==> src/rtl/circuit_1_arbiter.sv <==
// Two-client round-robin arbiter that sequences one shared circuit_1.
// Latches the winner's operands, holds them, samples out/out_bar, returns result.
module circuit_1_arbiter #(
  parameter int HOLD_CYCLES = 1,
  parameter int CNT_W       = 8
) (
  input  logic             clk,
  input  logic             rst_n,
  input  logic             req0,
  input  logic             req1,
  input  logic [2:0]       d0,
  input  logic [2:0]       d1,
  input  logic             a0,
  input  logic             b0,
  input  logic             c0,
  input  logic             a1,
  input  logic             b1,
  input  logic             c1,
  input  logic             sel0,
  input  logic             sel1,
  output logic             gnt0,
  output logic             gnt1,
  output logic             done0,
  output logic             done1,
  output logic             res0,
  output logic             res1,
  output logic [2:0]       cir_D,
  output logic             cir_A,
  output logic             cir_B,
  output logic             cir_C,
  output logic             cir_Sel,
  input  logic             cir_out,
  input  logic             cir_out_bar,
  output logic             busy,
  output logic [CNT_W-1:0] op_count,
  output logic             err
);

  typedef enum logic [1:0] {
    IDLE  = 2'd0,
    DRIVE = 2'd1,
    RESP  = 2'd2
  } state_e;

  localparam int HC_W =
    (HOLD_CYCLES > 1) ? $clog2(HOLD_CYCLES) : 1;
  localparam logic [HC_W-1:0] HOLD_LAST =
    HC_W'(HOLD_CYCLES - 1);

  state_e           state_q, state_d;
  logic             last_q, last_d;
  logic [HC_W-1:0]  hold_q, hold_d;
  logic             gnt0_q, gnt0_d;
  logic             gnt1_q, gnt1_d;
  logic             done0_q, done0_d;
  logic             done1_q, done1_d;
  logic             res0_q, res0_d;
  logic             res1_q, res1_d;
  logic [2:0]       cir_d_q, cir_d_d;
  logic             cir_a_q, cir_a_d;
  logic             cir_b_q, cir_b_d;
  logic             cir_c_q, cir_c_d;
  logic             cir_sel_q, cir_sel_d;
  logic             busy_q, busy_d;
  logic [CNT_W-1:0] cnt_q, cnt_d;
  logic             err_q, err_d;
  logic             win;

  // Next-state: arbitration in IDLE, hold/sample in DRIVE, pulse in RESP.
  always_comb begin
    state_d   = state_q;
    last_d    = last_q;
    hold_d    = hold_q;
    gnt0_d    = 1'b0;
    gnt1_d    = 1'b0;
    done0_d   = 1'b0;
    done1_d   = 1'b0;
    res0_d    = res0_q;
    res1_d    = res1_q;
    cir_d_d   = cir_d_q;
    cir_a_d   = cir_a_q;
    cir_b_d   = cir_b_q;
    cir_c_d   = cir_c_q;
    cir_sel_d = cir_sel_q;
    cnt_d     = cnt_q;
    err_d     = err_q;
    win       = (req0 && req1) ? ~last_q : req1;
    unique case (state_q)
      IDLE: begin
        if (req0 || req1) begin
          cir_d_d   = win ? d1 : d0;
          cir_a_d   = win ? a1 : a0;
          cir_b_d   = win ? b1 : b0;
          cir_c_d   = win ? c1 : c0;
          cir_sel_d = win ? sel1 : sel0;
          gnt0_d    = ~win;
          gnt1_d    = win;
          last_d    = win;
          hold_d    = '0;
          state_d   = DRIVE;
        end
      end
      DRIVE: begin
        if (hold_q == HOLD_LAST) begin
          if (last_q) begin
            res1_d  = cir_out;
            done1_d = 1'b1;
          end else begin
            res0_d  = cir_out;
            done0_d = 1'b1;
          end
          cnt_d = cnt_q + 1'b1;
          if (cir_out == cir_out_bar) begin
            err_d = 1'b1;
          end
          state_d = RESP;
        end else begin
          hold_d = hold_q + 1'b1;
        end
      end
      RESP: begin
        state_d = IDLE;
      end
      default: begin
        state_d = IDLE;
      end
    endcase
    busy_d = (state_d != IDLE);
  end

  // State and registered outputs; reset drops any in-flight op.
  always_ff @(posedge clk or negedge rst_n) begin
    if (!rst_n) begin
      state_q   <= IDLE;
      last_q    <= 1'b1;
      hold_q    <= '0;
      gnt0_q    <= 1'b0;
      gnt1_q    <= 1'b0;
      done0_q   <= 1'b0;
      done1_q   <= 1'b0;
      res0_q    <= 1'b0;
      res1_q    <= 1'b0;
      cir_d_q   <= '0;
      cir_a_q   <= 1'b0;
      cir_b_q   <= 1'b0;
      cir_c_q   <= 1'b0;
      cir_sel_q <= 1'b0;
      busy_q    <= 1'b0;
      cnt_q     <= '0;
      err_q     <= 1'b0;
    end else begin
      state_q   <= state_d;
      last_q    <= last_d;
      hold_q    <= hold_d;
      gnt0_q    <= gnt0_d;
      gnt1_q    <= gnt1_d;
      done0_q   <= done0_d;
      done1_q   <= done1_d;
      res0_q    <= res0_d;
      res1_q    <= res1_d;
      cir_d_q   <= cir_d_d;
      cir_a_q   <= cir_a_d;
      cir_b_q   <= cir_b_d;
      cir_c_q   <= cir_c_d;
      cir_sel_q <= cir_sel_d;
      busy_q    <= busy_d;
      cnt_q     <= cnt_d;
      err_q     <= err_d;
    end
  end

  assign gnt0     = gnt0_q;
  assign gnt1     = gnt1_q;
  assign done0    = done0_q;
  assign done1    = done1_q;
  assign res0     = res0_q;
  assign res1     = res1_q;
  assign cir_D    = cir_d_q;
  assign cir_A    = cir_a_q;
  assign cir_B    = cir_b_q;
  assign cir_C    = cir_c_q;
  assign cir_Sel  = cir_sel_q;
  assign busy     = busy_q;
  assign op_count = cnt_q;
  assign err      = err_q;

endmodule

==> config.mk <==
export PLATFORM = sky130hd
export DESIGN_NAME = circuit_1_arbiter
export DESIGN_NICKNAME = d
export VERILOG_FILES = /design/src/rtl/circuit_1_arbiter.sv
export SDC_FILE = /design/constraint.sdc
export NUM_CORES = 1
export LEC_CHECK = 0
export ABC_AREA = 1
export CAP_MARGIN = 20
export CORE_ASPECT_RATIO = 2
export CORE_MARGIN = 2
export CORE_UTILIZATION = 30
export CTS_CLUSTER_SIZE = 12
export DETAILED_ROUTE_END_ITERATION = 8
export GPL_ROUTABILITY_DRIVEN = 0
export PLACE_DENSITY_LB_ADDON = 0.1
export SKIP_CTS_REPAIR_TIMING = 1
export SLEW_MARGIN = 10
export SYNTH_ARGS = -nofsm -noshare
export SYNTH_HDL_FRONTEND = slang
export SYNTH_SLANG_ARGS = --single-unit
==> constraint.sdc <==
create_clock -name clk -period 2.6 [get_ports clk]
set_input_delay 0.39 -clock clk [delete_from_list [all_inputs] [get_ports clk]]
set_output_delay 0.39 -clock clk [all_outputs]
set_load 0.05 [all_outputs]
==> results of run 1 <==
[synth_stat cells (all sizes together)]
| library cell | n |
|---|---|
| a21oi | 1 |
| and2 | 1 |
| buf | 1 |
| dfrtp | 25 |
| dfstp | 1 |
| ha | 1 |
| inv | 21 |
| nand2 | 41 |
| nand3 | 4 |
| nand4 | 1 |
| nor2 | 12 |
| nor3 | 1 |
| o211ai | 7 |
| o21a | 2 |
| o21ai | 1 |
| o21bai | 1 |
| xnor2 | 1 |
| xor2 | 3 |
[logic make-up after synthesis]
group,count (synthesis),share of synthesized area
buffers and inverters,22,0.0794
xor gates and xnor gates,4,0.0300
AOI/OAI and AO/OA,12,0.0762
DFF,26,0.559
and+or+nand+nor,60,0.245
adders and majority gates,1,0.0107
[path summary, 6_finish.rpt]
| path | startpoint | endpoint | slack [ns] | cells past startpoint |
|---|---|---|---|---|
| max | op_count[3] | op_count[3] | 0.69 | 1 |
| max reg2reg | last_q | cir_D[2] | 1.36 | 5 |
| max in group asynchronous | rst_n | last_q | 1.81 | 2 |
| min in group asynchronous | rst_n | busy | 0.49 | 2 |
| min reg2reg | err | err | 0.48 | 1 |
| min | err | err | 0.48 | 1 |
[area by class of cell]
class / instances / area [sq um]
fillers: 387 / 2090
clock inverters: 1 / 30.0
clock buffers: 3 / 41.3
multi-input cells: 77 / 422
repair buffers: 43 / 428
flip-flops and latches: 26 / 652
well taps: 51 / 63.8
inverters: 21 / 81.3
[sequential cells by signal (all words and copies together) (netlist names)]
register,cells
res1,1
done1,1
state_q,2
gnt0,1
cir_C,1
gnt1,1
cir_A,1
last_q,1
done0,1
err,1
cir_B,1
busy,1
res0,1
op_count,8
cir_Sel,1
cir_D,3
[stage by stage]
stage | util | cell area [sq um] | instances | hold slack [ns]
finish | 0.452 | 1720 | 222 | 0.484
global route | 0.452 | 1720 | 222 | 0.519
CTS | 0.452 | 1720 | 222 | 0.494
detailed placement | 0.433 | 1650 | 218 | 0.474
global placement | 0.433 | 1650 | 218 | 0.464
floorplan | - | 1170 | 125 | 0.0944
[cells in the final DEF, fill, tap and decap left out, types with 2 or more instances in the layout]
| master | n |
|---|---|
| clkdlybuf4s50_1 | 42 |
| nand2_1 | 39 |
| dfrtp_1 | 25 |
| inv_1 | 17 |
| o211ai_1 | 7 |
| nor2_1 | 6 |
| nand3_1 | 4 |
| inv_2 | 3 |
| nor2_4 | 3 |
| xor2_1 | 3 |
| clkbuf_8 | 3 |
| nor2_2 | 2 |
| nand2_2 | 2 |
| o21a_1 | 2 |
[routing by layer]
metal / vias to the layer above / wire length, microns / track usage
met3: 2 / 121 / 0.0197
met5: - / 0 / 0
li1: 476 / - / -
met1: 454 / 840 / 0.121
met2: 30 / 1340 / 0.218
met4: 0 / 29 / 0.0541
[report_power, final]
group	switching (W)	total, W	internal (W)
combinational	0.000829	0.00124	0.000407
sequential	0.000125	0.000703	0.000578
clock	0.000123	0.000329	0.000206
total	0.00108	0.00227	0.00119
==> flow_summary.json, run 1 <==
{
  "antenna_found_initial": 0,
  "first_pass_iters": 4,
  "synth.top_cells.by_area": "dfrtp_1 54%, nand2_1 13%, inv_1 5.5%",
  "grt_pass1_wl_microns": 3880,
  "vias": 962,
  "grt_use_total": 0.120,
  "clockBufferDepth": 2,
  "drc": 0,
  "worst_pin_slew_ns": 0.497,
  "slowest_delay_ns": 0.83,
  "cts_tree": "yes",
  "start_util": 0.307,
  "drt_iter0_markers": 19,
  "crit_type": "flip-flop to output port",
  "p_leak_nw": 0.810,
  "dp_hpwl_microns": 1920,
  "yosysWarningCount": 0,
  "fin_skew_ns": 0.00570,
  "portBuffers": 42,
  "cp-end-kind": "output port",
  "ir_worst_vdd_mv": 0.599,
  "nets": 193,
  "max_clock_freq_mhz": 524,
  "crit_fanout": 5,
  "synth_top_area_cell": "dfrtp_1",
  "htreeDepth": 1,
  "cp.arrival_ns": 1.52,
  "row_count": 32,
  "finalCritPeriodShare": 0.734,
  "layout_setup_ws_ns": 0.691,
  "cp_num_buf_inv": 1,
  "coreArea_sq_um": 3800,
  "syn_area_per_cell_sq_um": 9.33,
  "clockRootBuffer": "clkbuf_8",
  "pin_count": 43,
  "diodes": 0,
  "grt_overflow": 0,
  "synth-seq-area-share": 0.559,
  "syn-num-nets": 146,
  "powerDensity_nw_per_um2": 1320,
  "cts-buffers-inserted": 3,
  "synthDistinctLibCells": 24,
  "finalSetupViolCount": 0,
  "ys_ff_latch": 26,
  "slowest_stage": "clkdlybuf4s50_1",
  "grt_max_degree": 27,
  "area_growth_pct": 47.3,
  "die_x_microns": 48.1,
  "worstHoldPathType": "flip-flop to flip-flop",
  "die_area_sq_um": 4430,
  "synth_cells": 125,
  "first_global_vias": 924,
  "period_needed_ns": 1.91,
  "synth_top_area_share": 0.536,
  "clock_latency_ns": 0.27,
  "syn-cell-area_sq_um": 1170,
  "fin_total_pwr_w": 0.00227,
  "clkTransAtPathRegs_ns": 0.09,
  "die_h_microns": 92.2,
  "run_status": "complete, no violations",
  "grt_setup_unrepaired": "no",
  "max-slew-margin-rel": 0.667,
  "routedWlPerCell_microns": 10.5,
  "postRouteAntennaNets": 0,
  "layout-drive-gt1-share": 0.111,
  "via_per_inst": 4.33,
  "tns_ns": 0,
  "critPathTopFamily": "buffers and inverters",
  "hold_violations": 0,
  "start_kind": "flip-flop",
  "crit_chain": "clkdlybuf4s50_1",
  "cap_violations": 0,
  "slew_viol_final": 0,
  "required_ns": 2.21,
  "wl_microns": 2340,
  "dp_slack_ns": 0.989,
  "cts_sinks": 26
}
(Power assumes the default switching activity.)
==> inputs of run 2 (changes only) <==
==> constraint.sdc (replaced) <==
create_clock -name clk -period 1.7 [get_ports clk]
set_input_delay 0.255 -clock clk [delete_from_list [all_inputs] [get_ports clk]]
set_output_delay 0.255 -clock clk [all_outputs]
set_load 0.05 [all_outputs]
==> flow_summary.json, run 2 (synthesis gave the netlist of run 1 again) <==
{
  "final_common_cell": "nand2_1",
  "drc": 0,
  "tns_ns": 0,
  "cp.arrival_ns": 1.40,
  "regToRegEndpoint": "cir_D[2]",
  "cpMostUsedCell": "nand2_1",
  "row_count": 32,
  "grt.busiest_layer": "met2",
  "reg2reg_slack_ns": 0.45,
  "cts_sinks": 26,
  "hold_violations": 0,
  "layout-drive-gt1-share": 0.246,
  "run_status": "complete, no violations",
  "grt_use_total": 0.127,
  "via_per_inst": 4.30,
  "diodes": 0,
  "fin_util": 0.432,
  "pin_count": 43,
  "largest_reg_flops": 8,
  "grt_overflow": 0,
  "cts_tree": "yes",
  "antenna_found_initial": 0,
  "power.share.switching": 0.501,
  "fin_skew_ns": 0.00397,
  "die_area_sq_um": 4430,
  "die_x_microns": 48.1,
  "place_inst": 218,
  "required_ns": 1.85,
  "portBuffers": 42,
  "p_switching_w": 0.00164,
  "htreeDepth": 1,
  "timing.rr.start": "last_q",
  "p_int_w": 0.00163,
  "crit_fanout": 16,
  "critPathTopFamily": "flip-flops",
  "reg2reg_depth": 5,
  "fin_total_pwr_w": 0.00327,
  "slowest_delay_ns": 0.58,
  "max-slew-margin-rel": 0.778,
  "grt_setup_unrepaired": "no",
  "dp_hpwl_microns": 1980,
  "ir_worst_vdd_mv": 0.832,
  "first_global_vias": 1026,
  "cp-end-kind": "flip-flop",
  "clkTransAtPathRegs_ns": 0.08,
  "finalSetupViolCount": 0,
  "pwr-share-seq": 0.330,
  "p_leak_nw": 0.831,
  "start_kind": "flip-flop",
  "slowest_stage": "dfstp_2",
  "coreArea_sq_um": 3800,
  "met2_usage": 0.226,
  "clockPowerShare": 0.118,
  "worst_pin_slew_ns": 0.332,
  "die_h_microns": 92.2,
  "grtUsageMet1": 0.116,
  "routedWlPerCell_microns": 10.6,
  "p_comb_frac": 0.552,
  "period_needed_ns": 1.25,
  "crit_chain": "nand2_1 -> nand2_2 -> nand2_1 -> o211ai_1 -> nand2_1",
  "met3_usage": 0.0197,
  "cts-buffers-inserted": 3,
  "worstHoldPathType": "input pin to asynchronous set/reset pin",
  "final_cells": 222,
  "max_clock_freq_mhz": 802,
  "drt_iter0_markers": 12,
  "wl_microns": 2350,
  "slew_viol_final": 0,
  "vias": 954,
  "clockBufferDepth": 2,
  "nets": 193,
  "cp_num_buf_inv": 0,
  "crit_type": "flip-flop to flip-flop",
  "clockRootBuffer": "clkbuf_8",
  "finalCritPeriodShare": 0.733,
  "final_cell_mix": "39 x nand2_1, 25 x dfrtp_1, 24 x buf_4",
  "first_pass_iters": 3,
  "powerDensity_nw_per_um2": 1990,
  "grt_pass1_wl_microns": 4060,
  "start_util": 0.307,
  "cap_violations": 0,
  "postRouteAntennaNets": 0,
  "clock_latency_ns": 0.26,
  "area_growth_pct": 41.0,
  "grt_max_degree": 27
}
-- run 2: cell types whose count changed in the layout (fill, tap and decap cells not counted) --
cell	before	now
buf_4	1	24
bufinv_16	1	0
clkbuf_8	3	4
clkdlybuf4s50_1	42	19
-- run 2: per-layer routing --
metal,part of all wire,wire [microns]
met1,0.34,797
met2,0.58,1370
met3,0.051,119
met4,0.026,62
met5,0,0
-- run 2: through the flow --
| step | hold WS (ns) | instance area (sq um) | setup WS, ns |
|---|---|---|---|
| 2_1_floorplan | -0.0406 | 1170 | 0.303 |
| 3_3_place_gp | 0.461 | 1590 | 0.297 |
| 3_5_place_dp | 0.473 | 1590 | 0.235 |
| 4_1_cts | 0.358 | 1640 | 0.423 |
| 5_1_grt | 0.375 | 1640 | 0.360 |
| 6_report | 0.356 | 1640 | 0.453 |
-- run 2: worst max path at each step --
stage | start | to | slack, ns | cells past startpoint
after floorplan | op_count[0] | op_count[4] | 0.30 | 4
after global placement | req0 | cir_A | 0.30 | 6
after detailed placement | req0 | cir_D[1] | 0.24 | 6
after CTS | last_q | cir_D[2] | 0.42 | 5
after global routing | last_q | cir_D[1] | 0.36 | 5
final | last_q | cir_D[2] | 0.45 | 5
-- run 2: layout make-up --
class | instances | area, sq um
Fill cell | 400 | 2160
Timing Repair Buffer | 43 | 370
Inverter | 21 | 81.3
Multi-Input combinational cell | 77 | 422
Sequential cell | 26 | 652
Clock buffer | 4 | 55.1
Tap cell | 51 | 63.8
-- run 2: power by group through the flow --
stage / sequential [W] / combinational, W / clock (W)
after floorplan: 0.00183 / 0.000526 / 0
after global placement: 0.00110 / 0.00182 / 0
after detailed placement: 0.00110 / 0.00184 / 0
after CTS: 0.00109 / 0.00184 / 0.000412
after global routing: 0.00112 / 0.00193 / 0.000440
final: 0.00108 / 0.00181 / 0.000387
-- run 2: worst register-to-register path, stage by stage, from the launching register on --
cell and delay, ns:
dfstp_2 0.58, nand2_1 0.08, nand2_2 0.21, nand2_1 0.09
o211ai_1 0.10, nand2_1 0.08
